**config.mk**
```make
export PLATFORM = sky130hd
export DESIGN_NAME = prbs_win_monitor
export DESIGN_NICKNAME = d
export VERILOG_FILES = /design/src/rtl/prbs_win_monitor.sv
export SDC_FILE = /design/constraint.sdc
export NUM_CORES = 1
export LEC_CHECK = 0
export ABC_AREA = 1
export CELL_PAD_IN_SITES_DETAIL_PLACEMENT = 1
export CELL_PAD_IN_SITES_GLOBAL_PLACEMENT = 1
export CORE_ASPECT_RATIO = 0.9
export CORE_MARGIN = 2
export CORE_UTILIZATION = 35
export DETAILED_ROUTE_END_ITERATION = 12
export MAX_ROUTING_LAYER = met4
export PLACE_DENSITY = 0.72
export SETUP_SLACK_MARGIN = 0.4
export SLEW_MARGIN = 20
export SYNTH_ARGS = -nofsm -noshare
export SYNTH_HDL_FRONTEND = slang
export SYNTH_SLANG_ARGS = --single-unit
```
**constraint.sdc**
```tcl
create_clock -name clk -period 1.05 [get_ports clk]
set_input_delay 0.105 -clock clk [delete_from_list [all_inputs] [get_ports clk]]
set_output_delay 0.105 -clock clk [all_outputs]
set_load 0.005 [all_outputs]
```
**src/rtl/prbs_win_monitor.sv**
```systemverilog
// Loss-of-lock window monitor: counts enabled bits in fixed windows while the
// checker is locked and flags the bit whose error reaches the loss threshold.
module prbs_win_monitor #(
  parameter int WINDOW         = 64,
  parameter int LOSS_THRESHOLD = 8
) (
  input  logic clk,
  input  logic reset_n,
  input  logic en,
  input  logic active,
  input  logic bit_err,
  output logic loss
);

  localparam int WIN_W = $clog2(WINDOW);
  localparam int ERR_W = $clog2(LOSS_THRESHOLD + 1);

  logic [WIN_W-1:0] win_cnt_r;
  logic [ERR_W-1:0] win_err_r;
  logic             loss_s;

  // Loss fires on the erroring bit that brings the window count to the threshold.
  always_comb begin
    loss_s = 1'b0;
    if (en && active && bit_err && (win_err_r == ERR_W'(LOSS_THRESHOLD - 1))) begin
      loss_s = 1'b1;
    end else begin
      loss_s = 1'b0;
    end
  end

  assign loss = loss_s;

  // Window position and per-window error tally; both restart after the last
  // bit of a window, on loss, and stay cleared while not locked.
  always_ff @(posedge clk or negedge reset_n) begin
    if (!reset_n) begin
      win_cnt_r <= '0;
      win_err_r <= '0;
    end else if (en) begin
      if (!active || loss_s || (win_cnt_r == WIN_W'(WINDOW - 1))) begin
        win_cnt_r <= '0;
        win_err_r <= '0;
      end else begin
        win_cnt_r <= win_cnt_r + WIN_W'(1);
        win_err_r <= win_err_r + ERR_W'(bit_err);
      end
    end
  end

endmodule

```
### After elaboration in Yosys (flattened, before gate mapping)

Cells that the tools add are included.

* flip-flop bits (word level): 10
* word-level logic and storage cells: 15

* $add $sub $neg: 2
* equality and inequality tests: 2
* muxes and demuxes: 3
* reduce and logical (&&, ||, !) cells: 6

Operators by type and width (number)
* $add 6x1->6 const B: 1
* $eq 6x6->1 const B: 1
* $mux 6: 1
* $add 4x1->4: 1
* $eq 4x3->1 const B: 1
* $mux 4: 1
* $logic_and 1x1->1: 3
* $logic_or 1x1->1: 2
* $logic_not 1->1: 1
* $mux 1: 1

### Logic depth before layout (Yosys ltp)

* depth in word-level cells: 7
* gate-level depth with buffers: 8
* mapped depth without buffers: 8

### Least setup slack after synthesis

No wires, ideal clock.

* kind: register to register
* start: register win_cnt_r[0]
* end: register win_cnt_r[3]
* setup time: 71 ps
* data arrival time: 1048 ps
* data required time: 979 ps
* setup slack: -69 ps
* cell stages (with the launch flop): 9
* path buffers: 0
* period minus slack after synthesis: 1119 ps
* path through: dfrtp_1 -> ha_1 -> nand2_1 -> inv_1 -> nand2_1 -> nand3_2 -> nand2_1 -> inv_2 -> nor2_1

* word-level cells in the longest chain between the ends: 3
* elaborated cells on any way between the ends: 4
* classes of those cells: add/sub: 1; eq/ne: 1; mux: 1; reduce/logical: 1

RTL lines
* from (decl): line 18 `logic [WIN_W-1:0] win_cnt_r;`
* from (signal assigned): line 45 `win_cnt_r <= win_cnt_r + WIN_W'(1);`
* parallel branches: the longest is 2 deep, another holds $add 6x1->6
* $mux 6 (*): line 41 `if (!active || loss_s || (win_cnt_r == WIN_W'(WINDOW - 1))) begin`

Mark *: on every way between the ends.
A chain may end at the register's enable or synchronous reset.

### Final worst setup path

* start: register win_err_r[0]
* end: register win_err_r[2]

* word-level cells in the longest chain between the ends: 6
* elaborated cells on any way between the ends: 7
* classes of those cells: add/sub: 1; eq/ne: 1; mux: 2; reduce/logical: 3

RTL lines
* from (decl): line 19 `logic [ERR_W-1:0] win_err_r;`
* from (signal assigned): line 46 `win_err_r <= win_err_r + ERR_W'(bit_err);`
* $eq 4x3->1: line 25 `if (en && active && bit_err && (win_err_r == ERR_W'(LOSS_THRESHOLD - 1))) begin`
* $logic_and 1x1->1: line 25
* $mux 1: line 25
* $logic_or 1x1->1 (2 in series): line 41
* $mux 4 (*): line 41

Every way passes the cells marked *; elsewhere a longest branch is shown, timed or not.

==> summary.md <==
| Metric | Value |
|---|---|
| Final wirelength | 1600 µm |
| Total gr overflow | 0 |
| Crit path to | win_err_r[2]$_DFFE_PN0P_ |
| Total Power | roughly 0.0013 W |
| WS Path Type | reg -> reg |
| CP Cell Sequence | buf_6 > ha_4 > ha_4 > nand2_4 > xnor2_2 > inv_1 > nor2_1 |
| DP Wirelength | 1020 µm |
| Fillcell total | 186 |
| Via count | 530 |
| Crit path capture type | flop |
| Setup crit start | win_err_r[0]$_DFFE_PN0P_ |
| CTS Root Cell | clkbuf_4 |
| CP required | 1.25 ns |
| Final nets | between 100 and 150 |
| Maximum buffer depth of the clock tree | 2 |
| Hold Buf Count CTS | 0 |
| ANT nets after route | 0 |
| Adder-Cell Fraction of Synth Area | 0.0649 |
| Netlist cell types | 16 |
| RSZ-0062 raised after global routing | true |
| R2R setup slack | -0.15 ns |
| Warnings from Yosys | 0 |
| CTS tree | yes |
| Leading cell type in the layout, fill and taps excluded | buf_4 |
| Synthesized flop and latch total | 10 |
| Final period utilization | 1.14 |
| Max Clk Rate | between 800 and 900 MHz |
| Critical-path top delay cell | dfrtp_1 |
| Register area | roughly 250 µm² |
| Area Overhead vs Synth | 55.2% |
| Layout cells sized above 1 | 0.436 |
| Most frequent cells in the layout | buf_4, nand2_1, nor2_1 |
| Largest family of logic cells by synthesized area | simple AND/OR/NAND/NOR gates |
| Leakage | ~0.46 nW |
| DP Area | 767 µm² |
| Mean cell area of the mapped netlist | ~8.8 µm² |
| First-pass GRT wire length | 2850 µm |
| Hold Fails Final Rpt | 0 |
| Worst R2R End | win_err_r[2]$_DFFE_PN0P_ |
| R2R cell count | 7 |
| Drt first pass iters | 1 |
| Worst-Margin Slew | 0.181 ns |
| Hold slack | between 0.1 and 0.15 ns |
| Max IR drop VDD | 897 µV |
| DR iter-0 viols | 0 |
| Final min period | 1.20 ns |
| Vias per cell | 4.57 |
| Post-synthesis sequential area ratio | 0.433 |
| IO Pins | 6 |
| Rows | 13 |
| Compound-Gate Fraction of Synth Area | 0.0173 |
| Mux cell area share after synthesis | 0.0519 |
| Pwr Density | 1450 nW/µm² |
| Design area | between 800 and 900 µm² |
| H-tree Lvls | 1 |
| Post-Synth XOR/XNOR Area | 0.0758 |
| Hold WC Path Type | in -> async |
| Clk Latency, worst-skew pair | about 0.26 ns |
| Number of port buffers | 5 |
| Violated checks | negative setup slack |
| N_diodes | 0 |
| Max Cap Viol | 0 |
| GRT Util Overall | 0.214 |
| DRC Markers | 0 |
| GPL Wtd Cong | 0.781 |
| Setup Total Neg Slack | -1.27 ns |
| CP Max Fanout | 2 |
| Setup crit start kind | flop |
| CORE AREA | 1500 µm² |
| Final WS setup | -0.148 ns |
| Area of the multi-input gates | roughly 350 µm² |
| Crit-path max cell delay | around 0.4 ns |
| Max-slew violations | 0 |
| Die Y | ~43 µm |
| Largest net degree at the start of global routing | 11 |
| Cell area after technology mapping | 578 µm² |
| CTS buffer count | 3 |
| Syn Nets | 74 |
| Clock transition at path regs | 0.06 ns |
| Status | complete, but fails checks |
| Wirelength per Cell | 13.8 µm |
| Sink Count | 10 |
| Vias in the first global route | 586 |
| Post-synthesis cell count | 66 |
| Worst rel slew slack | 0.879 |
| Initial antenna violation count | 0 |
| Die X | 46.8 µm |
| Area of the die | between 1500 and 2000 µm² |
| R2r startpoint | win_err_r[0]$_DFFE_PN0P_ |
| Setup Viol. Count Final | 11 |
| Setup Skew | approximately 0.0018 ns |
| Most frequent CP cell | ha_4 |
| Synth Area in Simple Gates | 0.286 |
| Initial Util | 0.386 |
| Crit path DAT | 1.40 ns |
-- cells in the mapped netlist --
cell / n / area share
inv_2: 1 / 0.0065
mux2i_1: 3 / 0.052
inv_1: 7 / 0.045
nor2_2: 1 / 0.011
nand2_1: 15 / 0.097
xor2_1: 4 / 0.061
xnor2_1: 1 / 0.015
nor2_4: 1 / 0.019
a21oi_1: 2 / 0.017
buf_6: 1 / 0.019
nand3_2: 2 / 0.035
ha_1: 3 / 0.065
dfrtp_1: 10 / 0.43
nor2_1: 11 / 0.071
nand4_1: 3 / 0.032
nand2_4: 1 / 0.019
-- where the power goes --
part / internal, W / total [W] / switching [W]
logic: 0.000303 / 0.000537 / 0.000234
registers: 0.000453 / 0.000499 / 0.0000459
clock network: 0.000133 / 0.000264 / 0.000132
total: 0.000889 / 0.00130 / 0.000412
-- cell families (layout without fill, tap and decap cells) --
family | count (synthesis) | in the layout
DFF | 10 | 10
and+or+nand+nor | 34 | 34
muxes | 3 | 3
adders and majority gates | 3 | 3
AOI/OAI and AO/OA | 2 | 2
buffers and inverters | 9 | 37
xor gates and xnor gates | 5 | 5
-- registers in the layout (all words and copies together), names as in the netlist --
register,flops
win_cnt_r,6
win_err_r,4
-- layer usage --
layer | vias up | routed length (µm) | global-route usage
met5 | - | 0 | -
met4 | 0 | 42 | 0.117
met3 | 4 | 29 | 0.0259
met2 | 6 | 813 | 0.342
met1 | 255 | 713 | 0.253
li1 | 265 | - | -
-- worst min path at each step --
stage	cells after the start	to	from
finish	2	win_err_r[2]$_DFFE_PN0P_	reset_n
global placement	2	win_err_r[0]$_DFFE_PN0P_	reset_n
global route	2	win_err_r[1]$_DFFE_PN0P_	reset_n
CTS	2	win_cnt_r[2]$_DFFE_PN0P_	reset_n
floorplan	0	win_cnt_r[0]$_DFFE_PN0P_	reset_n
detailed placement	2	win_err_r[0]$_DFFE_PN0P_	reset_n
-- worst max-delay path, delay by kind of cell (launching register included) --
kind | cells | cell delay (ns)
xor+xnor | 1 | 0.10
fa+ha+maj | 2 | 0.32
buf+inv | 2 | 0.18
flops | 1 | 0.39
simple gates | 2 | 0.14
-- through the flow --
step           worst slack, ns  cells  utilization
2_1_floorplan          -0.0613     66            -
3_3_place_gp            -0.402    108        0.513
3_5_place_dp            -0.417    108        0.513
4_1_cts                 -0.142    113        0.572
5_1_grt                 -0.247    116        0.599
6_report                -0.148    116        0.599
-- timing repair --
action	4_1_cts	5_1_grt
buffers inserted	2	3
gates resized for setup	18	5
setup endpoints to repair	11	11
pin swaps	10	2
-- layout make-up --
class / instances / area share
multi-input cells: 47 / 0.388
flip-flops and latches: 10 / 0.279
repair buffers: 26 / 0.241
inverters: 8 / 0.0363
well taps: 22 / 0.0307
clock buffers: 3 / 0.0251
No activity file was read; power rests on OpenSTA's default activity.
==> edit 1, RTL diff (config.mk and constraints unchanged) <==
The parameter `LOSS_THRESHOLD` goes from 8 to 16.
--- a/src/rtl/prbs_win_monitor.sv
+++ b/src/rtl/prbs_win_monitor.sv
@@ -3,5 +3,5 @@
 module prbs_win_monitor #(
   parameter int WINDOW         = 64,
-  parameter int LOSS_THRESHOLD = 8
+  parameter int LOSS_THRESHOLD = 16
 ) (
   input  logic clk,
Behaviour: not the same (Yosys sat finds a counterexample within 10 cycles, from zero or initial values and one cycle with reset_n low).
==> edit 1 against the unedited design <==
- worst setup slack lost 0.026 ns
- critical path type unchanged
- sequential power grew 3%
- routed wire length shrank 0.63%
- synthesized cell count grew 18%
- via count grew 11%
- total power shrank 12%
- area after synthesis grew 12%
- highest routed layer unchanged
- final area grew 4.7%
- critical endpoint is now win_err_r[4]
- worst hold slack lost 0.016 ns
- sequential cell count grew 1
- the flow still finishes with violations (negative setup slack)
==> edit 1: results (changes against the unedited design) <==
cells_and_area:
  nNetsFinal: 109  # +4.8%
  drive_gt1_share_pct: 39.0  # -4.6 points
  reg_top3: "win_cnt_r (6), win_err_r (5)"
yosys:
  syn_nets: 86  # +16%
  synth_compound_area_share_pct: 9.30  # +7.6 points
  yosys-top-cells-count: "17 x nand2_1, 11 x a21oi_1, 11 x dfrtp_1"
  muxShareOfSynthArea_pct: 4.65  # -0.54 points
  synthAdderAreaFrac_pct: 5.81  # -0.68 points
detailed_routing:
  first_pass_iters: 3  # +2
  met1_length_um: 667  # -6.5%
  routedWlPerCell_um: 12.8  # -7.0%
  wl_met3_um: 60  # +110%
  num_vias: 590  # +11%
  drt_iter0_drc: 4  # +4
outcome:
  outcome: "complete, but fails checks"
  violations: "negative setup slack"
grt:
  track_usage_pct: 16.3  # -5.1 points
  grt_pass1_wl_um: 2510  # -12%
  grt_max_degree: 19  # +8
sta:
  clock_skew_ns: 0.00696  # +0.00511 ns
  fin_ws_ns: -0.174  # -0.0256 ns
  setup_tns_ns: -1.78  # -0.504 ns
  final-setup-viol-count: 12  # +1
  holdWs_ns: 0.109  # -0.0156 ns
  worst-slew-pin-transition_ns: 0.184  # +0.00225 ns
power:
  irDropWorstVdd_mv: 0.666  # -26%
  p_leak_uw: 0.000426  # -6.9%
placement:
  gp_congestion: 0.737  # -5.6%
  hpwl_um: 1060  # +3.1%
cts:
  clk_latency_ns: 0.28  # +0.02 ns
  clk_pin_slew_ns: 0.08  # +0.02 ns
setup_path:
  cp_max_fo: 3  # +1
-- edit 1: cell types whose count changed in the layout (fill, tap and decap cells not counted), sizes merged, moves of 2 or more --
cell,unedited run,this run
a21oi,2,11
nand3,2,4
or2,0,2
buf,22,17
xor2,4,2
nor2,13,8
nand4,3,1
nand2,16,18
-- edit 1: path summary, 6_finish.rpt --
kind / startpoint / to / cells past startpoint
min in group clk: win_cnt_r[5] / win_cnt_r[5] / 3
worst max register to register: win_err_r[0] / win_err_r[4] / 6
max in group asynchronous: reset_n / win_cnt_r[3] / 2
worst min-delay path: reset_n / win_cnt_r[2] / 2
worst max-delay path: win_err_r[0] / win_err_r[4] / 6
worst min register to register: win_cnt_r[5] / win_cnt_r[5] / 3
-- edit 1: metal layers --
layer	GRT usage (%)	up-vias
met5	-	-
met4	5.14	0
met3	5.30	3
met2	30.0	6
met1	16.7	285
li1	-	296
-- edit 1: kinds of logic (layout without fill, tap and decap cells) --
group	Yosys count	after routing
buffers and inverters	11	33
adder cells (fa/ha/maj)	3	3
multiplexers	3	3
AND/OR/NAND/NOR	34	34
flip-flops	11	11
XOR/XNOR	4	4
AO/OA/AOI/OAI	12	12
-- edit 1: stage by stage --
step	area, sq um	utilization (%)	setup slack (ns)	power (uW)
after CTS	886	52.1	-0.186	1120
after global placement	838	49.3	-0.444	780
after detailed placement	838	49.3	-0.467	791
after global routing	940	55.3	-0.259	1220
after floorplan	674	-	-0.0985	664
final	940	55.3	-0.174	1150
-- edit 1: cell type report --
class | instances | area [sq um]
multi-input cells | 56 | 392
well taps | 24 | 30.0
fillers | 209 | 759
clock inverters | 1 | 5.00
clock buffers | 3 | 22.5
repair buffers | 21 | 185
inverters | 8 | 30.0
flip-flops and latches | 11 | 275
-- edit 1: critical path, stage by stage, from the launching register on --
cell     delay, ns
dfrtp_1       0.43
ha_4          0.19
ha_4          0.15
nand2_2       0.08
nor2_2        0.05
xor2_1        0.18
a21oi_2       0.05
-- edit 1: report_power, final --
group,leakage (uW),switching (uW),internal [uW],total [uW]
Combinational,0.000259,154,176,330
Sequential,0.000149,41.9,470,512
Clock,0.0000177,166,141,308
-- edit 1: timing repair --
action,4_1_cts,5_1_grt
endpoints found under the setup margin,12,12
pin swaps,3,3
resized for setup,8,9
buffers inserted,1,2
gates cloned,0,0
==> edit 2, RTL diff (config.mk and constraints unchanged) <==
Without the edit above. Reset style: synchronous (`reset_n`), changed in one clocked block.
--- a/src/rtl/prbs_win_monitor.sv
+++ b/src/rtl/prbs_win_monitor.sv
@@ -34,5 +34,5 @@
   // Window position and per-window error tally; both restart after the last
   // bit of a window, on loss, and stay cleared while not locked.
-  always_ff @(posedge clk or negedge reset_n) begin
+  always_ff @(posedge clk) begin
     if (!reset_n) begin
       win_cnt_r <= '0;
Formal check against the unedited RTL: differs if reset_n is asserted again (counterexample within 10 cycles, from zero or initial values and one cycle with reset_n low); with reset_n held inactive, the same outputs for 10 cycles.
==> edit 2 against the unedited design <==
- the flow still finishes with violations (negative setup slack)
- final area down 9.5%
- count of clock-buffer cells in the layout is 1 higher
- area after synthesis is 10% lower
- routed wire length shrank 5.8%
- sequential cell count unchanged
- worst setup slack barely moved
- critical endpoint is now win_err_r[1]
Power is not compared: it rests on default switching activity, and its combinational part moved more than twofold at a synthesized area within 25%.
==> edit 2: results (changes against the unedited design) <==
grt:
  grt_pass1_vias: 460  # -22%
  met1_usage_pct: 21.3  # -4.0 points
  use_met3_pct: 6.76  # +4.2 points
  grt_max_degree: 7  # -4
cts:
  clk_latency_ns: 0.29  # +0.03 ns
setup_path:
  cp_slowest_cell: "dfxtp_2"
  arrival_ns: 1.38  # -0.02 ns
yosys:
  synth.top_cells.by_area: "dfxtp_1 39%, nand2_1 12%, nor2_1 8.7%"
  async_flop_share_pct: 0  # -100 points
  synth_cell_types: 17  # +1
  synth_ff_type: "dfxtp_1"
  yosysSeqAreaShare_pct: 38.6  # -4.7 points
detailed_routing:
  routedWlPerCell_um: 14.6  # +6.1%
  avgViaCountPerCell: 4.82  # +5.4%
  met1_length_um: 669  # -6.2%
  first_pass_iters: 4  # +3
  wl_met3_um: 69  # +140%
  drt_iter0_drc: 3  # +3
sta:
  final-setup-viol-count: 11  # unchanged
  fin_ws_ns: -0.149  # -0.000248 ns
  setup_tns_ns: -1.22  # +0.0554 ns
placement:
  placed_area_sq_um: 643  # -16%
  hpwl_um: 800  # -22%
outcome:
  violations: "negative setup slack"
  outcome: "complete, but fails checks"
worst_hold_path:
  holdCritPathClass: "primary input to flip-flop"
cells_and_area:
  drive_gt1_share_pct: 47.7  # +4.1 points
  stdcell_count: 103  # -11%
  fill_cells: 169  # -9.1%
edit 2: cell types whose count changed in the layout (fill, tap and decap cells not counted), moves of 5 or more:
cell and change:
dfrtp_1 -10, buf_4 -6, dfxtp_1 +5, dfxtp_2 +5
edit 2: cell type report:
type                    instances  area (sq um)  share of cell area [%]
multi-input cells              49           364                    44.8
flip-flops and latches         10           206                    25.4
repair buffers                 19           161                    19.9
clock buffers                   4          36.3                    4.47
inverters                       6          25.0                    3.08
well taps                      15          18.8                    2.31
edit 2: worst max path at each step:
stage / from / depth (start not counted) / slack [ns] / end
2_1_floorplan: win_cnt_r[1] / 8 / 0.03 / win_cnt_r[0]
3_3_place_gp: bit_err / 6 / -0.39 / loss
3_5_place_dp: en / 9 / -0.40 / win_cnt_r[0]
4_1_cts: win_err_r[0] / 5 / -0.07 / win_err_r[1]
5_1_grt: en / 6 / -0.21 / loss
6_report: win_err_r[0] / 5 / -0.15 / win_err_r[1]
edit 2: where the power goes:
group | internal (uW) | leakage, uW | switching, uW
clock | 211 | 0.0000210 | 166
combinational | 70.9 | 0.000262 | 62.4
sequential | 389 | 0.0000832 | 7.92
edit 2: repair_timing:
action,in CTS,in global routing
pin swaps,14,11
setup endpoints to repair,11,11
hold buffers,0,0
gates cloned,1,0
buffers inserted,7,1
resized for setup,13,7
edit 2: kinds of logic after synthesis:
| kind of cell | after synthesis | share of synthesized area [%] |
|---|---|---|
| and+or+nand+nor | 36 | 32.3 |
| AOI/OAI and AO/OA | 2 | 2.89 |
| xor gates and xnor gates | 4 | 6.75 |
| buffers and inverters | 7 | 6.51 |
| muxes | 3 | 5.78 |
| adders and majority gates | 3 | 7.23 |
| DFF | 10 | 38.6 |
